==> config.mk <==
export PLATFORM = sky130hd
export DESIGN_NAME = bcd_converter_seq
export DESIGN_NICKNAME = d
export VERILOG_FILES = /design/src/rtl/bcd_pkg.sv /design/src/rtl/bcd_digit_adj.sv /design/src/rtl/bcd_converter_seq.sv
export SDC_FILE = /design/constraint.sdc
export NUM_CORES = 1
export LEC_CHECK = 0
export CAP_MARGIN = 0
export CORE_MARGIN = 4
export CORE_UTILIZATION = 54
export DETAILED_ROUTE_END_ITERATION = 8
export GPL_TIMING_DRIVEN = 0
export PLACE_DENSITY_LB_ADDON = 0.2
export SYNTH_ARGS = -nofsm -noshare
export SYNTH_HDL_FRONTEND = slang
export SYNTH_SLANG_ARGS = --single-unit
==> constraint.sdc <==
create_clock -name clk -period 2.1 [get_ports clk]
set_input_delay 0.21 -clock clk [delete_from_list [all_inputs] [get_ports clk]]
set_output_delay 0.21 -clock clk [all_outputs]
set_load 0.1 [all_outputs]
==> src/rtl/bcd_pkg.sv <==
// +----------------------------------------------------------------------------+
// | Module   : bcd_pkg                                                         |
// | Purpose  : Shared types and constants for the sequential BCD converter.    |
// | Revision : 1.0  initial release                                            |
// +----------------------------------------------------------------------------+
`default_nettype none

package bcd_pkg;

  localparam int         BCD_DIGIT_W = 4;
  localparam logic [3:0] ADD3_THRESH = 4'd5;

  typedef enum logic [0:0] {
    IDLE  = 1'b0,
    SHIFT = 1'b1
  } bcd_state_t;

  typedef logic [BCD_DIGIT_W-1:0] bcd_digit_t;

endpackage

`default_nettype wire

==> src/rtl/bcd_digit_adj.sv <==
// +----------------------------------------------------------------------------+
// | Module   : bcd_digit_adj                                                   |
// | Purpose  : Double-dabble correction cell: add 3 to a digit of 5 or more.   |
// | Revision : 1.0  initial release                                            |
// +----------------------------------------------------------------------------+
`default_nettype none

module bcd_digit_adj
  import bcd_pkg::*;
(
  input  bcd_digit_t raw,
  output bcd_digit_t adj
);

  // Input digit never exceeds 9, so the sum always fits in 4 bits.
  assign adj = (raw >= ADD3_THRESH) ? bcd_digit_t'(raw + 4'd3) : raw;

endmodule

`default_nettype wire

==> src/rtl/bcd_converter_seq.sv <==
// +----------------------------------------------------------------------------+
// | Module   : bcd_converter_seq                                               |
// | Purpose  : Iterative binary-to-BCD converter, one input bit per clock.     |
// |            Define BCD_BLANK_EN to add the leading-zero blank output.       |
// | Revision : 1.0  initial release                                            |
// +----------------------------------------------------------------------------+
`default_nettype none

module bcd_converter_seq
  import bcd_pkg::*;
#(
  parameter int WIDTH  = 11,
  parameter int DIGITS = 4
) (
  input  logic                          clk,
  input  logic                          reset,
  input  logic                          start,
  input  logic [WIDTH-1:0]              bin,
  output logic                          ready,
  output logic                          busy,
  output logic                          valid,
  output logic [BCD_DIGIT_W*DIGITS-1:0] bcd,
  output logic                          overflow
`ifdef BCD_BLANK_EN
  ,
  output logic [DIGITS-1:0]             blank
`endif
);

  localparam int C_CNT_W = $clog2(WIDTH + 1);
  localparam int C_BCD_W = BCD_DIGIT_W * DIGITS;

  bcd_state_t         r_state;
  bcd_state_t         w_next_state;
  logic [WIDTH-1:0]   r_shreg;
  logic [C_BCD_W-1:0] r_acc;
  logic [C_CNT_W-1:0] r_cnt;
  logic               r_ovf;
  logic               r_valid;
  logic [C_BCD_W-1:0] r_bcd;
  logic               r_overflow;
  logic [C_BCD_W-1:0] w_corr;
  logic [C_BCD_W-1:0] w_acc_next;
  logic               w_carry_out;
  logic               w_last;

  genvar gi;
  generate
    for (gi = 0; gi < DIGITS; gi++) begin : g_digit
      bcd_digit_adj u_adj (
        .raw (r_acc[gi*BCD_DIGIT_W +: BCD_DIGIT_W]),
        .adj (w_corr[gi*BCD_DIGIT_W +: BCD_DIGIT_W])
      );
    end
  endgenerate

  // Corrected accumulator shifted left, pulling in the next operand bit.
  assign w_acc_next  = {w_corr[C_BCD_W-2:0], r_shreg[WIDTH-1]};
  assign w_carry_out = w_corr[C_BCD_W-1];
  assign w_last      = (r_cnt == '0);

  always_ff @(posedge clk or posedge reset) begin
    if (reset) begin
      r_state <= IDLE;
    end else begin
      r_state <= w_next_state;
    end
  end

  always_comb begin
    w_next_state = r_state;
    case (r_state)
      IDLE:    if (start)  w_next_state = SHIFT;
      SHIFT:   if (w_last) w_next_state = IDLE;
      default: w_next_state = IDLE;
    endcase
  end

  always_comb begin
    ready = (r_state == IDLE);
    busy  = (r_state != IDLE);
  end

`ifdef BCD_BLANK_EN
  logic [DIGITS-1:0] w_blank;
  logic [DIGITS-1:0] r_blank;

  // A digit blanks only when it and every digit above it are zero; digit 0 always shows.
  generate
    for (gi = 0; gi < DIGITS; gi++) begin : g_blank
      if (gi == 0) begin : g_units
        assign w_blank[gi] = 1'b0;
      end else if (gi == DIGITS - 1) begin : g_top
        assign w_blank[gi] = (w_acc_next[gi*BCD_DIGIT_W +: BCD_DIGIT_W] == '0);
      end else begin : g_mid
        assign w_blank[gi] = (w_acc_next[gi*BCD_DIGIT_W +: BCD_DIGIT_W] == '0) & w_blank[gi+1];
      end
    end
  endgenerate

  always_ff @(posedge clk or posedge reset) begin
    if (reset) begin
      r_blank <= '1;
    end else if (r_state == SHIFT && w_last) begin
      r_blank <= w_blank;
    end
  end

  assign blank = r_blank;
`endif

  always_ff @(posedge clk or posedge reset) begin
    if (reset) begin
      r_shreg    <= '0;
      r_acc      <= '0;
      r_cnt      <= '0;
      r_ovf      <= 1'b0;
      r_valid    <= 1'b0;
      r_bcd      <= '0;
      r_overflow <= 1'b0;
    end else begin
      r_valid <= 1'b0;
      case (r_state)
        IDLE: begin
          if (start) begin
            r_shreg <= bin;
            r_acc   <= '0;
            r_cnt   <= C_CNT_W'(WIDTH - 1);
            r_ovf   <= 1'b0;
          end
        end
        SHIFT: begin
          r_acc   <= w_acc_next;
          r_shreg <= r_shreg << 1;
          r_cnt   <= r_cnt - C_CNT_W'(1);
          r_ovf   <= r_ovf | w_carry_out;
          if (w_last) begin
            r_bcd      <= w_acc_next;
            r_overflow <= r_ovf | w_carry_out;
            r_valid    <= 1'b1;
          end
        end
        default: ;
      endcase
    end
  end

  assign valid    = r_valid;
  assign bcd      = r_bcd;
  assign overflow = r_overflow;

endmodule

`default_nettype wire

---- Word-level counts from Yosys, hierarchy flattened ----
Index checks and enable logic that the tools add are counted.
word-level totals
  logic and storage cells ................. 39
  flip-flop bits (word level) ............. 51
  output and inout bits ................... 20
  bits of input ports ..................... 14
operators by class
  bitwise logic cells ..................... 2
  order comparisons ....................... 4
  reductions and logical operators ........ 2
  $add $sub $neg .......................... 5
  mux-type cells .......................... 17
  equal/unequal tests ..................... 1
operators with widths
  kind                   count
  $pmux W16 S2           1
  $pmux W11 S2           1
  $mux W4                5
  $add A4 B2 Y4 const B  4
  $ge A4 B3 Y1 const B   4
  $mux W16               1
  $mux W11               1
  $pmux W4 S2            1
  $mux W1                5
  $logic_not A4 Y1       1
  $pmux W1 S2            2
  $sub A4 B1 Y4 const B  1
  $ne A2 B2 Y1 const B   1
  $reduce_and A2 Y1      1
  $not A1 Y1             1
  $or A1 B1 Y1           1

---- Longest topological paths before layout ----
  word-level depth ........................ 4
  gate-level depth with buffers ........... 9
  gate-level depth less buffers ........... 7

---- By module ----
Synthesis repeated with hierarchy kept, for this count alone.
unflattened totals
  cells, all modules ...................... 221
  area, all modules ....................... 2484.9 um^2
modules (own cells, without submodules)
  module             sequential area each (um^2)  cells each  area an instance (um^2)  instances
  bcd_converter_seq  1276.2                       157         2079.5                   1
  bcd_digit_adj      0.0                          16          101.3                    4

---- Worst setup path after synthesis ----
No wires, ideal clock.
  kind .................................... flip-flop to flip-flop
  start ................................... reg r_state (netlist: busy)
  end ..................................... reg r_acc[1]
  path slack .............................. -405 ps
  required time ........................... 1919 ps
  arrival ................................. 2324 ps
  stages on the path, launching flop included .. 5
  buffers on the path ..................... 2
  library setup time ...................... 181 ps
  period minus slack after synthesis ...... 2505 ps
  cell sequence ........................... dfrtp_1 -> buf_4 -> inv_1 -> clkbuf_1 -> o22ai_1
between the ends
  longest elaborated chain between the ends .. 2
  elaborated cells on any way between the ends .. 3
  classes of those cells .................. eq/ne (1); mux (1); bitwise (1)
RTL lines
  what                                                 line                      source
  from (decl)                                          bcd_converter_seq.sv:33   bcd_state_t r_state;
  from (signal assigned)                               bcd_converter_seq.sv:66   r_state <= w_next_state;
  $not A1 Y1 (*)                                       --
  via ready                                            bcd_converter_seq.sv:19   output logic ready,
  $pmux W16 S2 / $ne A2 B2 Y1 (equally long branches)  --
  to (signal assigned)                                 bcd_converter_seq.sv:133  r_acc <= w_acc_next;
  to (decl)                                            bcd_converter_seq.sv:36   logic [C_BCD_W-1:0] r_acc;
The timed path passes the listed nets; every way through them passes the cells marked *.
A chain may end at the register's enable or synchronous reset.

---- Final worst setup path ----
  start ................................... reg r_overflow (netlist: overflow)
  end ..................................... out overflow
RTL lines
  what                    line                      source
  from (decl)             bcd_converter_seq.sv:41   logic r_overflow;
  from (signal assigned)  bcd_converter_seq.sv:139  r_overflow <= r_ovf | w_carry_out;
  to (decl)               bcd_converter_seq.sv:23   output logic overflow
No word-level cell between the ends.

==> results.cfg <==
[global_routing]
first_global_vias = 1834
grt_max_degree = 35
grt_pass1_wl_mm = 8.20
track_usage_pct = 19.4
gr-total-overflow = 0
antenna_found_initial = 0

[setup_path]
crit_path_max_incr_delay_ns = 1.14
reg2reg_depth = 6
reg2reg_slack_ns = 0.35
rr_endpoint = r_acc[14]
cp_top_family = buffers and inverters
path_cells = clkdlybuf4s50_1
endpoint = overflow
crit_start = overflow
required_ns = 1.89
critical_path_arrival_ns = 1.82
r2r_start = r_acc[12]
critPathKind = register to output port
worst_setup_path_start_kind = register
cp-end-kind = output port
path_buf_inv = 1
path_depth = 1
crit_slowest_cell = clkdlybuf4s50_1
worst-path-max-fanout = 2

[logic_synthesis]
synth.area.top_cells = dfrtp_1 53%, nand2_1 7.4%, o21ai_0 6.0%, ha_1 4.6%, mux2i_1 4.5%
netlist_area_um2 = 2430
syn_area_per_cell_um2 = 9.82
synth_top_area_share_pct = 52.6
ys_seq_area_share_pct = 52.6
syn_nets = 270
synth_top_area_cell = dfrtp_1
syn_inst = 247
synth.distinct_cells = 27
ys_seq_elements = 51
yosys_warnings = 0

[die]
die_w_um = 75.0
initial_core_util_pct = 55.7
die-area_um2 = 5630
io_pins = 34
fp.coreArea_um2 = 4350
rows = 24
die_h_um = 75.0

[finish]
nets = 310
final_common_cell = dfrtp_1
layout-drive-gt1-share_pct = 10.4
antenna_cells_inserted = 0
stdcell_count = 340
areaGrowthSynthToFinish_pct = 20.2
mostFrequentLayoutCells = 50 x dfrtp_1, 48 x nand2_1, 31 x clkdlybuf4s50_1

[clocking]
root_buffer = clkbuf_8
ctsLongestPathBuffers = 2
h-tree-depth = 2
cts.sinks = 51
cts_tree = done
cts_setup_buffers = 0
clk_pin_slew_ns = 0.09
cts_buffers = 5
clk_latency_ns = 0.30

[placement]
place.gp.congestion = 0.775
hpwl_mm = 3.55
port_buffers = 32
place_inst = 332
post-place-ws_ns = -0.140

[routing]
wl_met2_mm = 2.36
ant_nets = 0
drcViolationCount = 0
viasPerCell = 5.46
drtPass1Iterations = 4
drt_wl_total_mm = 4.91
m1WireLength_mm = 2.27
vias = 1858
top_layer_used = met4
wl_met3_um = 177
drt_iter0_drc = 96
avgRoutedWirePerCell_um = 14.4

[timing]
worst_pin_slew_ns = 0.967
fmax_mhz = 493
finClkSkew_ns = 0.00758
finalCritPeriodShare_pct = 96.6
worst_slack_ns = 0.0718
rsz0062_at_grt = no
hold_violations = 0
max_slew_margin_pct = 35.3
fin_crit_ns = 2.03
final-setup-viol-count = 0
maxSlewViolCount = 0

[status]
status = finished, final reports clean

[run]
maxCapViolations = 0

[min_path]
hold_path.class = primary input to asynchronous set/reset pin
cell usage after synthesis, drive strengths merged:
library cell,instances
nand2,48
nor2,12
o21a,1
ha,9
or3,2
o21ai,29
a31oi,5
mux2i,11
nor3,1
xnor2,4
o31ai,1
o22a,1
mux2,4
nand2b,4
a21oi,13
dfrtp,51
o22ai,16
clkinv,1
clkbuf,6
nor3b,3
buf,8
inv,17
flip-flops by register name, indices dropped and copies added (netlist names):
name / flops
r_shreg: 11
r_ovf: 1
overflow: 1
busy: 1
valid: 1
r_cnt: 4
r_acc: 16
bcd: 16
final cells by class:
cell class,count,area (µm²)
Timing Repair Buffer,33,342
Clock buffer,7,76.3
Buffer,14,93.8
Sequential cell,51,1280
Tap cell,52,65.1
Clock inverter,1,5.00
Inverter,18,72.6
Fill cell,365,1440
Multi-Input combinational cell,164,985
metal layers:
layer	track usage, %	up-vias
li1	-	914
met1	25.0	902
met2	31.6	35
met3	4.01	7
met4	8.89	0
met5	0	-
worst min path at each step:
stage and endpoint:
2_1_floorplan r_shreg[0], 4_1_cts bcd[4], 5_1_grt r_acc[2], 6_report bcd[8], 3_3_place_gp bcd[8], 3_5_place_dp bcd[6]
per-stage QoR:
stage / cell area [µm²] / hold WS (ns) / setup TNS [ns] / utilization, %
after global placement: 2810 / 0.463 / -15.57 / 64.6
final: 2920 / 0.203 / 0 / 67.0
after CTS: 2920 / 0.215 / 0 / 67.0
after detailed placement: 2830 / 0.470 / -0.140 / 65.1
after global routing: 2920 / 0.243 / 0 / 67.0
after floorplan: 2430 / 0.366 / 0 / -
kinds of logic after synthesis:
group	after synthesis	share of synthesized area (%)
flip-flops	51	52.6
AO/OA/AOI/OAI	66	15.8
buffers and inverters	32	6.81
multiplexers	15	6.40
adder cells (fa/ha/maj)	9	4.64
XOR/XNOR	4	1.44
AND/OR/NAND/NOR	70	12.3
what timing repair did:
item	4_1_cts	5_1_grt
resized for setup	3	0
endpoints found under the hold margin	0	0
hold buffers	0	0
endpoints found under the setup margin	1	0
Power is left out: the tool's default activity adds up to more than one toggle a clock period on the data nets, which glitch-free logic cannot reach.
==> RTL edit 1: new RTL, config.mk and constraints unchanged <==
Add a define of `BCD_BLANK_EN`.
--- a/src/rtl/bcd_converter_seq.sv
+++ b/src/rtl/bcd_converter_seq.sv
@@ -6,4 +6,6 @@
 // +----------------------------------------------------------------------------+
 `default_nettype none
+
+`define BCD_BLANK_EN
 
 module bcd_converter_seq
Behaviour (old outputs only; new: blank): unchanged (Yosys induction, for registers that start in step).
==> RTL edit 1 against the unedited design <==
Design area grew 10%; synthesized area grew 8.0%; count of clock-buffer cells in the layout shrank 2; sequential cell count grew 4; die area grew 7.1%; first-iteration DRC count grew 53%; wire length grew 11%; critical path depth is the same; setup slack lost 0.014 ns; critical endpoint is now bcd[1]; fmax shrank 0.67%; worst hold slack gained 0.083 ns.
Power is left out: the tool's default activity adds up to more than one toggle a clock period on the data nets, which glitch-free logic cannot reach.
==> RTL edit 1: results (changes against the unedited design) <==
final net count -> 332 (+7.1%)
sequential area share after synthesis -> 52.7% (+0.12 points)
DP HPWL -> 4000 um (+13%)
postcts setup bufs -> 0 (unchanged)
Setup WS pre-CTS -> -0.490 ns (-0.350 ns)
Placer Congestion -> 0.762 (-1.7%)
global-route wire length before repair -> 9520 um (+16%)
total number of vias -> 2006 (+8.0%)
initial antenna violation count -> 0 (unchanged)
Netlist cell types -> 37 (+37%)
clk buf depth -> 2 (unchanged)
synthesized net count -> 288 (+6.7%)
outcome -> complete, no violations
Num CTS Buffers -> 5 (unchanged)
Placement Cell Area -> 0.00309 mm^2 (+8.9%)
Commonest cells post-synth -> 51 x dfrtp_1, 50 x nand2_1, 32 x o21ai_0
total track usage -> 19.9% (+0.49 points)
largest cells by area after synthesis -> dfrtp_1 49%, nand2_1 7.2%, o21ai_0 6.1%
share of layout cells above drive strength 1 -> 9.68% (-0.74 points)
fillers -> 376 (+3.0%)
Clock Skew -> 0.00870 ns (+0.00112 ns)
Initial DRT Pass Iterations -> 4 (unchanged)
Worst Tran Pin Value -> 0.988 ns (+0.0208 ns)
pin count of the biggest net entering global routing -> 30 (-14%)
Buffers on Ports -> 36 (+13%)
drt wl/cell -> 14.5 um (+0.15%)
1st-iter DRT viols -> 147 (+53%)
==> RTL edit 1: path summary, 6_finish.rpt <==
check                      startpoint          end  slack [ns]  cells after the start
setup / recovery               bcd[1]       bcd[1]        0.06                      1
min in group clk                start  r_shreg[10]        0.35                      3
max in group asynchronous       reset     blank[1]        1.18                      3
setup reg to reg            r_acc[12]     blank[1]        0.14                      7
hold / removal                  reset     r_cnt[1]        0.29                      2
hold reg to reg              blank[2]     blank[2]        0.46                      2
==> RTL edit 1: final cells by class <==
type / count / share of cell area, %
buffer: 14 / 1.79
multi-input combinational: 181 / 35.1
timing repair buffer: 37 / 11.6
tap: 67 / 2.60
inverter: 15 / 1.79
clock inverter: 3 / 2.10
sequential: 55 / 42.9
clock buffer: 5 / 2.14
==> RTL edit 1: metrics by stage <==
stage,std cells,TNS (ns),utilization [%],hold WS [ns]
after floorplan,265,0,-,0.366
after global routing,377,0,68.2,0.349
final,377,0,68.2,0.286
after CTS,377,0,68.1,0.305
after detailed placement,369,-0.490,65.4,0.448
after global placement,368,-23.44,64.9,0.450
==> RTL edit 1: metal layers <==
layer / vias up / track usage [%] / wire [um]
li1: 1005 / - / -
met1: 965 / 26.6 / 2520
met2: 28 / 33.2 / 2690
met5: - / 0 / 0
met3: 8 / 3.13 / 155
met4: 0 / 6.58 / 85
==> RTL edit 1: logic make-up (layout without fill, tap and decap cells) <==
logic type	count (synthesis)	after routing	synth area share [%]
AOI/OAI and AO/OA	72	72	16.6
adders and majority gates	9	9	4.30
and+or+nand+nor	80	80	14.5
xor gates and xnor gates	4	4	1.34
DFF	55	55	52.7
muxes	16	16	6.30
buffers and inverters	29	74	4.25
==> RTL edit 1: timing repair <==
action / 4_1_cts / 5_1_grt
pin swaps: 0 / 2
hold buffers: 0 / 0
gates resized for setup: 11 / 2
setup endpoints to repair: 5 / 3
==> RTL edit 2: new RTL, same flow settings <==
Made on the original files. Register the output `overflow` once more; this adds one clock of latency there. The other outputs are not delayed to match.
--- a/src/rtl/bcd_converter_seq.sv
+++ b/src/rtl/bcd_converter_seq.sv
@@ -148,5 +148,7 @@
   assign valid    = r_valid;
   assign bcd      = r_bcd;
-  assign overflow = r_overflow;
+  always_ff @(posedge clk) begin
+    overflow <= r_overflow;
+  end
 
 endmodule
Formal check against the unedited RTL: no difference found for any inputs over 10 cycles, from zero or initial values and one cycle with reset high; that may be too few to reach the edited logic, so the function may still have changed.
==> RTL edit 2 against the unedited design <==
Synthesized area grew 0.83%; core utilization grew 0.20 points; worst hold slack lost 0.051 ns; wire length shrank 0.51%; design area grew 0.99%; synthesized cell count grew 0.40%; via count grew 0.48%; setup slack lost 0.0033 ns; global-route usage shrank 0.084 points; count of clock-buffer cells in the layout grew 1; sequential cell count grew 1.
Power is not shown: default switching activity piles up to over one toggle a cycle in this logic, so the estimate is an artifact.
==> RTL edit 2: results (changes against the unedited design) <==
DP HPWL -> 3540 um (-0.37%)
synthesized net count -> 271 (+0.37%)
R2R depth -> 6 (unchanged)
total track usage -> 19.4% (-0.084 points)
clock-pin slew on the worst setup and hold paths -> 0.09 ns (about the same)
sequential area share after synthesis -> 53.0% (+0.39 points)
clk buf depth -> 2 (unchanged)
worst skew pair latency -> 0.30 ns (about the same)
Placer Congestion -> 0.768 (-0.94%)
1st-iter DRT viols -> 106 (+10%)
ANT cells -> 0 (unchanged)
worst min path class -> in -> async
Initial DRT Pass Iterations -> 4 (unchanged)
Netlist cell types -> 28 (+3.7%)
Yosys warnings -> 0 (unchanged)
Total Routed Length -> 4880 um (-0.51%)
global-route wire length before repair -> 8350 um (+1.8%)
worst reg2reg path endpoint -> r_acc[14]
CTS resizes -> 3 (unchanged)
maximum fanout along the worst path -> 2 (unchanged)
Num CTS Buffers -> 5 (unchanged)
R2R Path Start -> r_acc[12]
Synth async-reset ratio -> 98.1% (-1.9 points)
share of layout cells above drive strength 1 -> 10.4% (-0.036 points)
Slowest Stage Delay on Critical Path -> 1.15 ns
GRT Residual Overflow -> 0 (unchanged)
fillers -> 367 (+0.55%)
crit-path leading delay family -> buffers and inverters
Placement Cell Area -> 0.00285 mm^2 (+0.71%)
vias in the first global route -> 1795 (-2.1%)
Buffers on Ports -> 32 (unchanged)
total number of vias -> 1867 (+0.48%)
crit path to -> bcd[3]
Clock Skew -> 0.00268 ns (-0.00491 ns)
Top FF cell, synth -> dfrtp_1
clock root buffer master -> clkbuf_8
CP max-delay cell -> clkdlybuf4s50_1
CP arrival -> 1.82 ns (about the same)
initial antenna violation count -> 0 (unchanged)
Crit. Startpoint -> bcd[3]
Commonest cells post-synth -> 51 x dfrtp_1, 48 x nand2_1, 29 x o21ai_0
slew margin rel. -> 34.8% (-0.57 points)
worst reg-to-reg setup slack -> 0.42 ns (+0.07 ns)
largest cells by area after synthesis -> dfrtp_1 52%, nand2_1 7.4%, o21ai_0 5.9%
pin count of the biggest net entering global routing -> 41 (+17%)
outcome -> complete, no violations
final net count -> 311 (+0.32%)
postcts setup bufs -> 0 (unchanged)
## RTL edit 2: cell count changes in the layout (fill, tap and decap cells not counted)
cell      unedited run  this run
clkinv_2             1         0
clkbuf_8             5         6
dfxtp_1              0         1
## RTL edit 2: cell type report
cell class              instances  share of cell area, %
well taps                      52                   2.21
flip-flops and latches         52                   44.1
plain buffers                  14                   3.19
clock buffers                   8                   3.06
multi-input cells             164                   33.4
inverters                      18                   2.46
repair buffers                 33                   11.6
## RTL edit 2: how the worst min path moves through the flow
stage / endpoint / slack (ns) / cells after the start
after detailed placement: overflow / 0.36 / 0
after global routing: r_shreg[2] / 0.16 / 2
after global placement: overflow / 0.36 / 0
after CTS: r_shreg[0] / 0.15 / 2
final: r_shreg[0] / 0.15 / 2
after floorplan: overflow / 0.35 / 0
## RTL edit 2: cell families (layout without fill, tap and decap cells)
family,Yosys count,after routing,synth area share [%]
compound gates,66,66,15.7
xor+xnor,4,4,1.43
fa+ha+maj,9,9,4.60
buf+inv,32,73,6.75
flops,52,52,53.0
mux,15,15,6.34
simple gates,70,70,12.2
## RTL edit 2: routing by layer
layer	vias up	part of all wire (%)	track usage (%)
met1	899	48	26.7
met5	-	0	0
met4	0	1.2	5.83
li1	920	-	-
met2	41	47	31.1
met3	7	3.7	3.96
## RTL edit 2: through the flow
| stage | TNS, ns | setup slack, ns | cells | util [%] |
|---|---|---|---|---|
| floorplan | 0 | 0.287 | 248 | - |
| global placement | -15.61 | -0.457 | 332 | 64.6 |
| detailed placement | -0.158 | -0.158 | 333 | 65.1 |
| CTS | 0 | 0.0479 | 341 | 67.2 |
| global route | 0 | 0.0213 | 341 | 67.2 |
| finish | 0 | 0.0685 | 341 | 67.2 |
